$ cat src/rtl/bootram_ctrl_pkg.sv
// Shared types and constants for the boot RAM controller.
// Holds the FSM state encoding, the grant encoding and the lane geometry.
// Contains no logic, so there is no latency or backpressure behaviour.
package bootram_ctrl_pkg;

    localparam int AW    = 11;
    localparam int LANES = 4;
    localparam int DEPTH = 2048;

    typedef enum logic [1:0] {
        IDLE   = 2'd0,
        ACCESS = 2'd1,
        WAIT   = 2'd2,
        RESP   = 2'd3
    } state_t;

    typedef enum logic {
        GNT_CPU = 1'b0,
        GNT_LDR = 1'b1
    } grant_t;

    // Chip-enable pattern that selects the single lane holding a byte address.
    function automatic logic [LANES-1:0] lane_onehot(input logic [1:0] sel);
        logic [LANES-1:0] oh;
        oh      = '0;
        oh[sel] = 1'b1;
        return oh;
    endfunction

endpackage

$ cat src/rtl/bootram_rr_arb.sv
// Two-requester round-robin arbiter for the boot RAM controller.
// Latency: grant is combinational from the requests; last_grant updates at the grant edge.
// Backpressure: only sampled while the controller is idle; no grant is issued otherwise.
// Ports: clk/resetn, sample (controller idle), cpu_req/ldr_req, gnt_vld/gnt (winner).
module bootram_rr_arb
    import bootram_ctrl_pkg::*;
(
    input  logic   clk,
    input  logic   resetn,
    input  logic   sample,
    input  logic   cpu_req,
    input  logic   ldr_req,
    output logic   gnt_vld,
    output grant_t gnt
);

    grant_t last_grant;

    always_comb begin
        gnt_vld = sample && (cpu_req || ldr_req);
        gnt     = GNT_CPU;
        if (cpu_req && ldr_req) begin
            gnt = (last_grant == GNT_CPU) ? GNT_LDR : GNT_CPU;
        end else if (ldr_req) begin
            gnt = GNT_LDR;
        end
    end

    // Only a real conflict moves the round-robin pointer; an uncontested
    // grant leaves the priority order untouched.
    always_ff @(posedge clk or negedge resetn) begin
        if (!resetn) begin
            last_grant <= GNT_LDR;
        end else if (sample && cpu_req && ldr_req) begin
            last_grant <= gnt;
        end
    end

endmodule

$ cat src/rtl/bootram_ctrl.sv
// Boot RAM controller: four 2Kx8 lanes presented as one 32-bit memory, shared by CPU and loader.
// Latency: from grant edge T, ram_ce in T+1; ready in T+2 (write) or T+3 (read).
// Backpressure: valid is held until the one-cycle ready; one transaction in flight, no grant until idle.
// Ports: cpu_* PicoRV32 native word port, ldr_* byte-write loader port, wprot blocks CPU writes,
//        ram_* shared lane interface (per-lane ce, common wre/ad, lane i on din/dout[8i+7:8i]).
module bootram_ctrl #(
    parameter int AW = 11
) (
    input  logic          clk,
    input  logic          resetn,
    input  logic          cpu_valid,
    output logic          cpu_ready,
    input  logic [12:0]   cpu_addr,
    input  logic [31:0]   cpu_wdata,
    input  logic [3:0]    cpu_wstrb,
    output logic [31:0]   cpu_rdata,
    input  logic          ldr_valid,
    output logic          ldr_ready,
    input  logic [12:0]   ldr_addr,
    input  logic [7:0]    ldr_wdata,
    input  logic          wprot,
    output logic [3:0]    ram_ce,
    output logic          ram_wre,
    output logic          ram_oce,
    output logic [AW-1:0] ram_ad,
    output logic [31:0]   ram_din,
    input  logic [31:0]   ram_dout
);
    import bootram_ctrl_pkg::*;

    state_t        state;
    state_t        state_nxt;
    logic          gnt_vld;
    grant_t        gnt;

    // Latched request: who owns the current transaction and whether it reads.
    grant_t        gnt_q;
    logic          rd_q;
    grant_t        gnt_q_nxt;
    logic          rd_q_nxt;

    logic [3:0]    ce_nxt;
    logic          wre_nxt;
    logic [AW-1:0] ad_nxt;
    logic [31:0]   din_nxt;
    logic          cpu_ready_nxt;
    logic          ldr_ready_nxt;
    logic [31:0]   rdata_nxt;

    // Byte-select bits of the CPU address are implied by cpu_wstrb.
    logic          unused_cpu_lsb;
    assign unused_cpu_lsb = ^cpu_addr[1:0];

    assign ram_oce = 1'b1;

    bootram_rr_arb u_arb (
        .clk     (clk),
        .resetn  (resetn),
        .sample  (state == IDLE),
        .cpu_req (cpu_valid),
        .ldr_req (ldr_valid),
        .gnt_vld (gnt_vld),
        .gnt     (gnt)
    );

    // State register.
    always_ff @(posedge clk or negedge resetn) begin
        if (!resetn) begin
            state <= IDLE;
        end else begin
            state <= state_nxt;
        end
    end

    // Next-state logic.
    always_comb begin
        state_nxt = state;
        unique case (state)
            IDLE:    if (gnt_vld) state_nxt = ACCESS;
            ACCESS:  state_nxt = rd_q ? WAIT : RESP;
            WAIT:    state_nxt = RESP;
            RESP:    state_nxt = IDLE;
            default: state_nxt = IDLE;
        endcase
    end

    // Output logic. Every output is registered, so the lane controls are
    // computed at the grant edge and therefore appear during ACCESS.
    always_comb begin
        ce_nxt        = '0;
        wre_nxt       = 1'b0;
        ad_nxt        = ram_ad;
        din_nxt       = ram_din;
        cpu_ready_nxt = 1'b0;
        ldr_ready_nxt = 1'b0;
        rdata_nxt     = cpu_rdata;
        gnt_q_nxt     = gnt_q;
        rd_q_nxt      = rd_q;
        unique case (state)
            IDLE: begin
                if (gnt_vld) begin
                    gnt_q_nxt = gnt;
                    if (gnt == GNT_CPU) begin
                        ad_nxt   = cpu_addr[AW+1:2];
                        rd_q_nxt = (cpu_wstrb == 4'b0000);
                        if (cpu_wstrb == 4'b0000) begin
                            ce_nxt = '1;
                        end else if (!wprot) begin
                            ce_nxt  = cpu_wstrb;
                            wre_nxt = 1'b1;
                            din_nxt = cpu_wdata;
                        end
                        // Protected write: no lane enabled, still completes.
                    end else begin
                        ad_nxt   = ldr_addr[AW+1:2];
                        rd_q_nxt = 1'b0;
                        ce_nxt   = lane_onehot(ldr_addr[1:0]);
                        wre_nxt  = 1'b1;
                        din_nxt  = {LANES{ldr_wdata}};
                    end
                end
            end
            ACCESS: begin
                if (!rd_q) begin
                    cpu_ready_nxt = (gnt_q == GNT_CPU);
                    ldr_ready_nxt = (gnt_q == GNT_LDR);
                end
            end
            WAIT: begin
                // Lane output is valid one cycle after the CE edge.
                rdata_nxt     = ram_dout;
                cpu_ready_nxt = 1'b1;
            end
            default: ;
        endcase
    end

    always_ff @(posedge clk or negedge resetn) begin
        if (!resetn) begin
            ram_ce    <= '0;
            ram_wre   <= 1'b0;
            ram_ad    <= '0;
            ram_din   <= '0;
            cpu_ready <= 1'b0;
            ldr_ready <= 1'b0;
            cpu_rdata <= '0;
            gnt_q     <= GNT_CPU;
            rd_q      <= 1'b0;
        end else begin
            ram_ce    <= ce_nxt;
            ram_wre   <= wre_nxt;
            ram_ad    <= ad_nxt;
            ram_din   <= din_nxt;
            cpu_ready <= cpu_ready_nxt;
            ldr_ready <= ldr_ready_nxt;
            cpu_rdata <= rdata_nxt;
            gnt_q     <= gnt_q_nxt;
            rd_q      <= rd_q_nxt;
        end
    end

endmodule

$ cat config.mk
export PLATFORM = sky130hd
export DESIGN_NAME = bootram_ctrl
export DESIGN_NICKNAME = d
export VERILOG_FILES = /design/src/rtl/bootram_ctrl_pkg.sv /design/src/rtl/bootram_rr_arb.sv /design/src/rtl/bootram_ctrl.sv
export SDC_FILE = /design/constraint.sdc
export NUM_CORES = 1
export LEC_CHECK = 0
export ABC_AREA = 1
export BUFFER_PORTS_ARGS = -buffer_cell sky130_fd_sc_hd__buf_2
export CAP_MARGIN = 25
export CORE_ASPECT_RATIO = 0.7
export CORE_UTILIZATION = 51
export CTS_BUF_LIST = sky130_fd_sc_hd__clkbuf_4 sky130_fd_sc_hd__clkbuf_8
export DETAILED_ROUTE_END_ITERATION = 10
export PLACE_DENSITY = 0.87
export SLEW_MARGIN = 20
export SYNTH_ARGS = -nofsm -noshare
export SYNTH_HDL_FRONTEND = slang
export SYNTH_SLANG_ARGS = --single-unit
$ cat constraint.sdc
create_clock -name clk -period 3 [get_ports clk]
set_input_delay 0.3 -clock clk [delete_from_list [all_inputs] [get_ports clk]]
set_output_delay 0.3 -clock clk [all_outputs]
set_load 0.01 [all_outputs]
==> qor.txt, run 1 <==
Mapped Cells -> 432
Hold slack -> -24.29 ps
TritonCTS Buffers -> 9
Netlist cell types -> 20
CTS Hold Bufs -> 0
CP Depth -> 7
Final WS setup -> 850.3 ps
Initial DRC Count -> 161
Worst Hold Class -> in -> async
Final setup viols -> 0
Placed Instances -> 697
Layout Utilization -> 68.86%
First-pass GRT wire length -> 14.15 mm
Worst Setup End Kind -> flip-flop
Die area -> 8052 sq um
Crit-path slowest cell -> dfstp_2
H-tree lvl count -> 3
Maximum vdd drop -> 516.9 uV
Antenna violations before repair -> 0
RSZ-0062 raised after global routing -> no
Lkg Pwr -> 2.949 nW
GR Util All Layers -> 22.75%
IO Port Bufs -> 186
Commonest non-fill, non-tap cells in the layout -> buf_2 (185), nand2_1 (183), dfrtp_1 (86), nand3_1 (47), mux2_2 (32)
Total Wirelength -> 9.377 mm
Relative slew slack -> 49.75%
Clk_lat worst skew -> 350 ps
CP Launch Point -> u_arb.last_grant
Worst flop-to-flop path startpoint -> u_arb.last_grant
Clock skew -> 12.51 ps
Root buffer cell -> clkbuf_8
Warnings, synthesis -> 0
Initial Util -> 53.12%
Crit path cell chain -> nand2_2 -> nand2_2 -> buf_4 -> nand2_1 -> buf_4 -> nand3_1 -> nand2_1
Syn Std Cell Area -> 3923 sq um
DR pass1 iterations -> 4
Syn_nets -> 542
Total power -> 4.936 mW
Detail Route Antenna Nets -> 0
Leading cell type in the layout, fill and taps excluded -> buf_2
Final instance area -> 5085 sq um
Die X -> 106.8 um
DP HPWL -> 7.017 mm
Layout net count -> 720
Core Area -> 7385 sq um
Pwr Density -> 970.8 nW/um^2
Crit path arrival time -> 2390 ps
GP Congestion -> 0.7795
# IOs -> 190
Setup crit start kind -> flip-flop
Pins Over Slew Limit -> 0
Via/cell ratio -> 4.961
Clock sink count -> 87
Max_cap viols -> 0
Max Fclk -> 465.2 MHz
Register-to-Register Path Depth -> 7
Placement Rows -> 26
Die height -> 75.38 um
Max Root-Sink Buffers -> 2
DRC violations left -> 0
Largest net degree at the start of global routing -> 88
Crit path max-delay family -> simple AND/OR/NAND/NOR gates
Worst-path clk slew -> 90 ps
Pre-CTS setup slack -> 832.4 ps
Status -> finished, violations left
WL/cell -> 13.15 um
Layout area overhead -> 29.63%
Antenna diodes -> 0
Area post-placement -> 4877 sq um
Violated checks -> negative hold slack
CTS tree -> done
Fin cells -> 713
Register bit total from synthesis -> 87
WP buf/inv -> 2
Setup TNS -> 0 ps
Actual transition at the worst max-transition pin -> 753.8 ps
Setup bufs post-CTS -> 0
Required time worst endpoint -> 3240 ps
Period utilisation layout -> 71.66%
Setup CP Type -> reg -> reg
Final hold vios -> 13
Critical path peak fanout -> 32
Vias in the first global route -> 3131
Grt ovf -> 0
Synthesized area per cell -> 9.080 sq um
# resized after CTS -> 0
Layout cells sized above 1 -> 39.84%
Crit path largest cell delay -> 540 ps
Sequential fraction of the synthesis area -> 55.53%
Period minus WS final -> 2150 ps
Via Count -> 3537
## report_power, final
group          internal, mW  switching (mW)  total (mW)
Combinational         0.924            1.19        2.12
Clock                 0.395           0.429       0.824
Sequential             1.73           0.269        2.00
Total                  3.04            1.89        4.94
## worst paths after layout
| kind | slack [ps] | endpoint |
|---|---|---|
| setup reg to reg | 850 | ram_din[16] |
| max in group asynchronous | 2490 | ram_din[0] |
| hold reg to reg | 480 | ram_din[14] |
| setup / recovery | 850 | ram_din[16] |
| min in group clk | 180 | cpu_rdata[3] |
| hold / removal | -20 | ram_din[24] |
## routing by layer
metal	vias to the layer above	track usage, %	wire [um]
met5	-	0	0
met4	0	6.545	84
met3	11	5.560	796
met2	155	39.14	4521
met1	1640	29.36	3975
li1	1731	-	-
## kinds of logic after synthesis
group,Yosys count,synth area share (%)
simple gates,239,24.66
flops,87,55.53
other cells,1,0.09560
buf+inv,47,5.646
compound gates,23,3.924
fa+ha+maj,3,0.9570
mux,32,9.187
## registers in the layout, indices dropped and copies added (netlist names)
register / flops
ram_ce: 4
ram_ad: 11
ram_din: 32
state: 2
cpu_rdata: 32
u_arb.last_grant: 1
rd_q: 1
ram_wre: 1
gnt_q: 1
ldr_ready: 1
cpu_ready: 1
## cell type report
type,count,area (sq um)
fillers,619,2300
repair buffers,190,967.2
multi-input cells,298,1523
clock inverters,7,80.08
well taps,98,122.6
inverters,24,90.09
flip-flops and latches,87,2178
clock buffers,9,123.9
## synth_stat cells (all sizes together)
master  instances  area [sq um]
mux2           32         360.4
dfstp           1         26.28
ha              3         37.54
clkbuf          1         3.750
o211ai         10         75.07
o21a            1         7.510
conb            1         3.750
o21ai           7         35.03
dfrtp          86          2152
nand3          48         245.2
inv            24         90.09
buf            22         127.6
nand2         185         699.4
nor2            6         22.52
a21oi           5         36.29
Note: power is estimated with default switching activity, not from simulation.
==> run 2: changes to the inputs <==
Settings changed: ABC_AREA 1 to 0, CORE_UTILIZATION 51 to 48, PLACE_DENSITY 0.87 to 0.82.
Clock period 3 ns to 2.05 ns, I/O delays scaled along.
==> qor.txt, run 2 <==
Worst Setup End Kind -> flip-flop
Setup TNS -> 0 ps (unchanged)
Status -> complete, no violations
Setup bufs post-CTS -> 0 (unchanged)
Period utilisation layout -> 96.09% (+24 points)
CTS tree -> done
Synthesized area per cell -> 14.82 sq um (+63%)
Total Wirelength -> 9.373 mm (about the same)
DP HPWL -> 6.666 mm (-5.0%)
Max Root-Sink Buffers -> 2 (unchanged)
Pins Over Slew Limit -> 0 (unchanged)
Warnings, synthesis -> 0 (unchanged)
Top cells by count, synth -> dfrtp_1 (86), mux2_4 (57), mux2_2 (39)
Commonest non-fill, non-tap cells in the layout -> buf_2 (185), dfrtp_1 (86), mux2_4 (57), mux2_2 (39), o21ai_0 (17)
Setup crit start kind -> flip-flop
Layout area overhead -> 33.99%
Clock sink count -> 87 (unchanged)
Die area -> 8929 sq um (+11%)
Root buffer cell -> clkbuf_8
Crit path max-delay family -> compound AO/OA/AOI/OAI gates
Dominant synthesized flop cell -> dfrtp_1
WL/cell -> 16.36 um (+24%)
Leading cell type in the layout, fill and taps excluded -> buf_2
Number of synthesized flops with an enable pin -> 0 (unchanged)
H-tree lvl count -> 3 (unchanged)
First-pass GRT wire length -> 14.13 mm (about the same)
Sequential fraction of the synthesis area -> 53.08% (-2.5 points)
Seq pwr share -> 35.7% (-4.7 points)
Antenna violations before repair -> 0 (unchanged)
CP Depth -> 6 (-1)
Initial DRC Count -> 97 (-40%)
Final hold vios -> 0 (-13)
Vias in the first global route -> 2950 (-5.8%)
Sw power -> 2.745 mW (+45%)
Final instance area -> 5499 sq um (+8.1%)
Worst R2R End -> ram_din[19]
Max_cap viols -> 0 (unchanged)
Maximum vdd drop -> 692.0 uV (+34%)
Layout Utilization -> 68.11% (-0.75 points)
Multi-input logic area -> 1797 sq um (+18%)
IO Port Bufs -> 186 (unchanged)
DR pass1 iterations -> 4 (unchanged)
Via/cell ratio -> 5.061 (+2.0%)
Post-synth ARST share -> 100.0% (unchanged)
Syn Std Cell Area -> 4104 sq um (+4.6%)
Clock power frac -> 19.8% (+3.1 points)
RSZ-0062 raised after global routing -> no
GR Util All Layers -> 20.63% (-2.1 points)
Antenna diodes -> 0 (unchanged)
Layout cells sized above 1 -> 66.95% (+27 points)
DRC violations left -> 0 (unchanged)
Reg area -> 2178 sq um (unchanged)
Clock skew -> 5.789 ps (-6.721 ps)
Mapped Cells -> 277 (-36%)
Detail Route Antenna Nets -> 0 (unchanged)
Placement Rows -> 27 (+3.8%)
Final setup viols -> 0 (unchanged)
Largest net degree at the start of global routing -> 53 (-40%)
TritonCTS Buffers -> 9 (unchanged)
Max Fclk -> 507.7 MHz (+9.1%)
Fill cells -> 582 (-6.0%)
# IOs -> 190 (unchanged)
Initial Util -> 50.83% (-2.3 points)
Sw frac -> 32.40% (-5.9 points)
Top cells by area, synth -> dfrtp_1 (52%), mux2_4 (21%), mux2_2 (11%)
Top Registers -> cpu_rdata x32, ram_din x32, ram_ad x11
Core Area -> 8074 sq um (+9.3%)
Crit path largest cell delay -> 500 ps (-40 ps)
Final WS setup -> 80.15 ps (-770.1 ps)
WP buf/inv -> 2 (unchanged)
Setup CP Type -> reg -> reg
Worst setup endpoint -> ram_din[19]
Crit path arrival time -> 2220 ps (-170 ps)
Worst Hold Class -> in -> reg
Register-to-Register Path Depth -> 6 (-1)
Syn_nets -> 387 (-29%)
Clk_lat worst skew -> 360 ps (about the same)
Netlist cell types -> 26 (+30%)
Via Count -> 2900 (-18%)
Total power -> 8.472 mW (+72%)
Most common cell in the synthesized netlist -> dfrtp_1
Post-synth top area cell -> dfrtp_1
CP Launch Point -> state[0]
Lkg Pwr -> 2.845 nW (-3.5%)
Yosys top cell area share -> 52.44% (-2.4 points)
Pwr Density -> 1541 nW/um^2 (+59%)
Grt ovf -> 0 (unchanged)
Worst-path clk slew -> 90 ps (about the same)
Register bit total from synthesis -> 87 (unchanged)
Worst flop-to-flop path startpoint -> state[0]
R2R Setup Slk -> 80 ps (-770 ps)
Die X -> 112.5 um (+5.3%)
Critical path peak fanout -> 8 (-75%)
Crit-path slowest cell -> o32ai_4
Comb pwr share -> 44.6% (+1.7 points)
Period minus WS final -> 1970 ps (-179.9 ps)
Layout net count -> 577 (-20%)
Crit path cell chain -> inv_2 -> ha_4 -> o21ai_2 -> o32ai_4 -> clkbuf_16 -> mux2_4
Area post-placement -> 5124 sq um (+5.1%)
Die height -> 79.36 um (+5.3%)
P_int -> 5.727 mW (+88%)
Required time worst endpoint -> 2300 ps (-940 ps)
Pre-CTS setup slack -> 80.43 ps (-751.9 ps)
GP Congestion -> 0.7624 (-2.2%)
## run 2: metal layers
metal	wire length, um	up-vias	GRT usage [%]
li1	-	1350	-
met1	4174	1424	25.20
met2	4505	111	34.78
met3	550	15	6.718
met4	142	0	6.933
met5	0	-	0
## run 2: logic make-up (layout without fill, tap and decap cells)
logic type      after synthesis  after routing  synth area share (%)
mux                         107            107                 34.24
flops                        87             87                 53.08
compound gates               33             33                 5.000
simple gates                 23             23                 2.927
buf+inv                      22            217                 3.537
fa+ha+maj                     3              3                0.9147
other cells                   1              1               0.09138
xor+xnor                      1              1                0.2135
## run 2: layout make-up
cell class | instances | share of cell area (%)
Sequential cell | 87 | 39.61
Clock buffer | 9 | 2.253
Inverter | 5 | 0.3413
Multi-Input combinational cell | 168 | 32.67
Timing Repair Buffer | 196 | 19.77
Clock inverter | 7 | 3.049
Tap cell | 101 | 2.298
## run 2: worst min path at each step
| stage | start | to | depth (start not counted) |
|---|---|---|---|
| 2_1_floorplan | resetn | cpu_rdata[0] | 0 |
| 3_3_place_gp | resetn | ram_din[29] | 1 |
| 3_5_place_dp | resetn | ram_din[21] | 1 |
| 4_1_cts | ram_dout[5] | cpu_rdata[5] | 2 |
| 5_1_grt | ram_dout[29] | cpu_rdata[29] | 2 |
| 6_report | ram_dout[5] | cpu_rdata[5] | 2 |
## run 2: timing repair
action	4_1_cts	5_1_grt
gates resized for setup	0	4
hold endpoints to repair	35	0
hold buffers	1	0
setup endpoints to repair	0	3
## run 2: through the flow
step,hold slack (ps),instances
6_report,72.96,573
5_1_grt,56.49,573
4_1_cts,53.51,570
3_5_place_dp,187.7,553
3_3_place_gp,184.2,553
2_1_floorplan,-90.59,277
## run 2: power groups by stage
stage	Clock, mW	Combinational [mW]	Sequential, mW
3_5_place_dp	0	3.65	3.04
3_3_place_gp	0	3.52	2.99
2_1_floorplan	0	2.00	3.39
5_1_grt	1.78	4.06	3.13
6_report	1.67	3.78	3.02
4_1_cts	1.71	3.65	3.03
## run 2: worst register-to-register path, stage by stage, from the launching register on
cell and delay (ps):
dfrtp_1 430, inv_2 100, ha_4 170, o21ai_2 90
o32ai_4 500, clkbuf_16 280, mux2_4 310
==> run 3: changes to the inputs <==
Settings changed: PLACE_DENSITY 0.82 to 0.93.
==> qor.txt, run 3 (synthesis results as in run 2) <==
Status -> complete, no violations
Required time worst endpoint -> 2300 ps (about the same)
Top Registers -> cpu_rdata x32, ram_din x32, ram_ad x11
Leading cell type in the layout, fill and taps excluded -> buf_2
Total Wirelength -> 9.196 mm (-1.9%)
Layout cells sized above 1 -> 66.60% (-0.35 points)
Grt ovf -> 0 (unchanged)
Setup CP Type -> reg -> reg
Initial Util -> 50.83% (unchanged)
IO Port Bufs -> 186 (unchanged)
Period utilisation layout -> 95.22% (-0.87 points)
# IOs -> 190 (unchanged)
Max Fclk -> 512.3 MHz (+0.91%)
GP Congestion -> 0.7201 (-5.5%)
Lkg Pwr -> 2.821 nW (-0.83%)
Pins Over Slew Limit -> 0 (unchanged)
Antenna violations before repair -> 0 (unchanged)
Area post-placement -> 5131 sq um (+0.15%)
Largest net degree at the start of global routing -> 47 (-11%)
DP HPWL -> 6.720 mm (+0.80%)
Relative slew slack -> 59.21%
Antenna diodes -> 0 (unchanged)
RSZ-0062 raised after global routing -> no
Clock skew -> 11.93 ps (+6.141 ps)
Crit path largest cell delay -> 410 ps (-90 ps)
Max Root-Sink Buffers -> 2 (unchanged)
Critical path peak fanout -> 16 (+8)
Worst Hold Class -> in -> reg
Via Count -> 2911 (+0.38%)
Via/cell ratio -> 5.071 (+0.20%)
Setup TNS -> 0 ps (unchanged)
DR pass1 iterations -> 4 (unchanged)
Clock sink count -> 87 (unchanged)
Clk_lat worst skew -> 350 ps (about the same)
Final hold vios -> 0 (unchanged)
Layout area overhead -> 32.56%
Die area -> 8929 sq um (unchanged)
Period minus WS final -> 1952 ps (-17.74 ps)
WL/cell -> 16.02 um (-2.1%)
GR Util All Layers -> 20.95% (+0.32 points)
First-pass GRT wire length -> 14.23 mm (+0.68%)
Maximum vdd drop -> 953.9 uV (+38%)
Commonest non-fill, non-tap cells in the layout -> buf_2 (185), dfrtp_1 (86), mux2_4 (57), mux2_2 (39), o21ai_0 (17)
Crit path cell chain -> inv_1 -> ha_2 -> o21ai_2 -> o32ai_4 -> buf_12 -> clkbuf_16 -> mux2_4
Pwr Density -> 1490 nW/um^2 (-3.3%)
Final setup viols -> 0 (unchanged)
CTS tree -> done
Initial DRC Count -> 71 (-27%)
Register-to-Register Path Depth -> 7 (+1)
Placement Rows -> 27 (unchanged)
TritonCTS Buffers -> 9 (unchanged)
Detail Route Antenna Nets -> 0 (unchanged)
Setup crit start kind -> flip-flop
Actual transition at the worst max-transition pin -> 611.8 ps
Worst-path clk slew -> 90 ps (about the same)
H-tree lvl count -> 3 (unchanged)
Worst Setup End Kind -> flip-flop
Die X -> 112.5 um (unchanged)
Die height -> 79.36 um (unchanged)
Max_cap viols -> 0 (unchanged)
Crit-path slowest cell -> dfrtp_1
DRC violations left -> 0 (unchanged)
Core Area -> 8074 sq um (unchanged)
Root buffer cell -> clkbuf_8
Final instance area -> 5440 sq um (-1.1%)
Crit path arrival time -> 2200 ps (-20 ps)
Vias in the first global route -> 2910 (-1.4%)
Hold path depth -> 2 (unchanged)
Layout net count -> 578 (+0.17%)
==> run 3: changes by cell type in the layout (fill, tap and decap cells not counted), sizes merged <==
cell	previous run	this run
clkinvlp	0	1
inv	6	5
clkbuf	11	13
bufinv	5	2
buf	193	194
clkinv	1	2
==> run 3: worst max-delay path, delay by kind of cell, from the launching register on <==
kind,cells,cell delay [ps]
compound gates,2,400
fa+ha+maj,1,250
buf+inv,3,470
flops,1,410
mux,1,320
==> run 3: final cells by class <==
cell class,instances,area [sq um]
clock buffers,11,145.1
clock inverters,5,81.33
fillers,576,2634
inverters,5,18.77
multi-input cells,168,1787
flip-flops and latches,87,2178
well taps,101,126.4
repair buffers,197,1104
==> run 3: metal layers <==
metal	global-route usage, %	routed length (um)	up-vias	part of all wire, %
met5	0	0	-	0
met4	6.000	75	0	0.82
met3	6.870	567	8	6.2
met2	36.40	4599	114	50
met1	25.06	3954	1425	43
li1	-	-	1364	-
==> run 3: timing repair <==
item,CTS,global route
setup endpoints to repair,0,5
resized for setup,0,1
endpoints found under the hold margin,44,0
hold buffers,1,0
buffers inserted,0,1
==> run 3: worst paths after layout <==
kind	slack, ps	start	end
max in group asynchronous	990	resetn	cpu_rdata[16]
worst max register to register	100	state[1]	ram_din[2]
min in group asynchronous	400	resetn	ram_din[29]
worst min register to register	480	ram_ad[6]	ram_ad[6]
worst min-delay path	80	ram_dout[20]	cpu_rdata[20]
worst max-delay path	100	state[1]	ram_din[2]
==> run 3: per-stage QoR <==
step | power, mW | setup WS (ps) | utilization, % | hold WS, ps | std cells
2_1_floorplan | 5.393 | 214.7 | - | -90.59 | 277
3_3_place_gp | 6.504 | 168.1 | 63.55 | 245.8 | 554
3_5_place_dp | 6.694 | 94.87 | 63.55 | 257.1 | 554
4_1_cts | 8.047 | 76.10 | 66.48 | 57.52 | 571
5_1_grt | 8.643 | 2.102 | 67.38 | 45.79 | 574
6_report | 8.105 | 97.89 | 67.38 | 78.65 | 574
==> run 3: power by group <==
group          switching (mW)  internal, mW  leakage, nW  total (mW)
Sequential              0.439          2.58         1.04        3.01
Combinational            1.68          2.09         1.67        3.77
Clock                   0.585         0.733        0.113        1.32
Total                    2.71          5.40         2.82        8.10
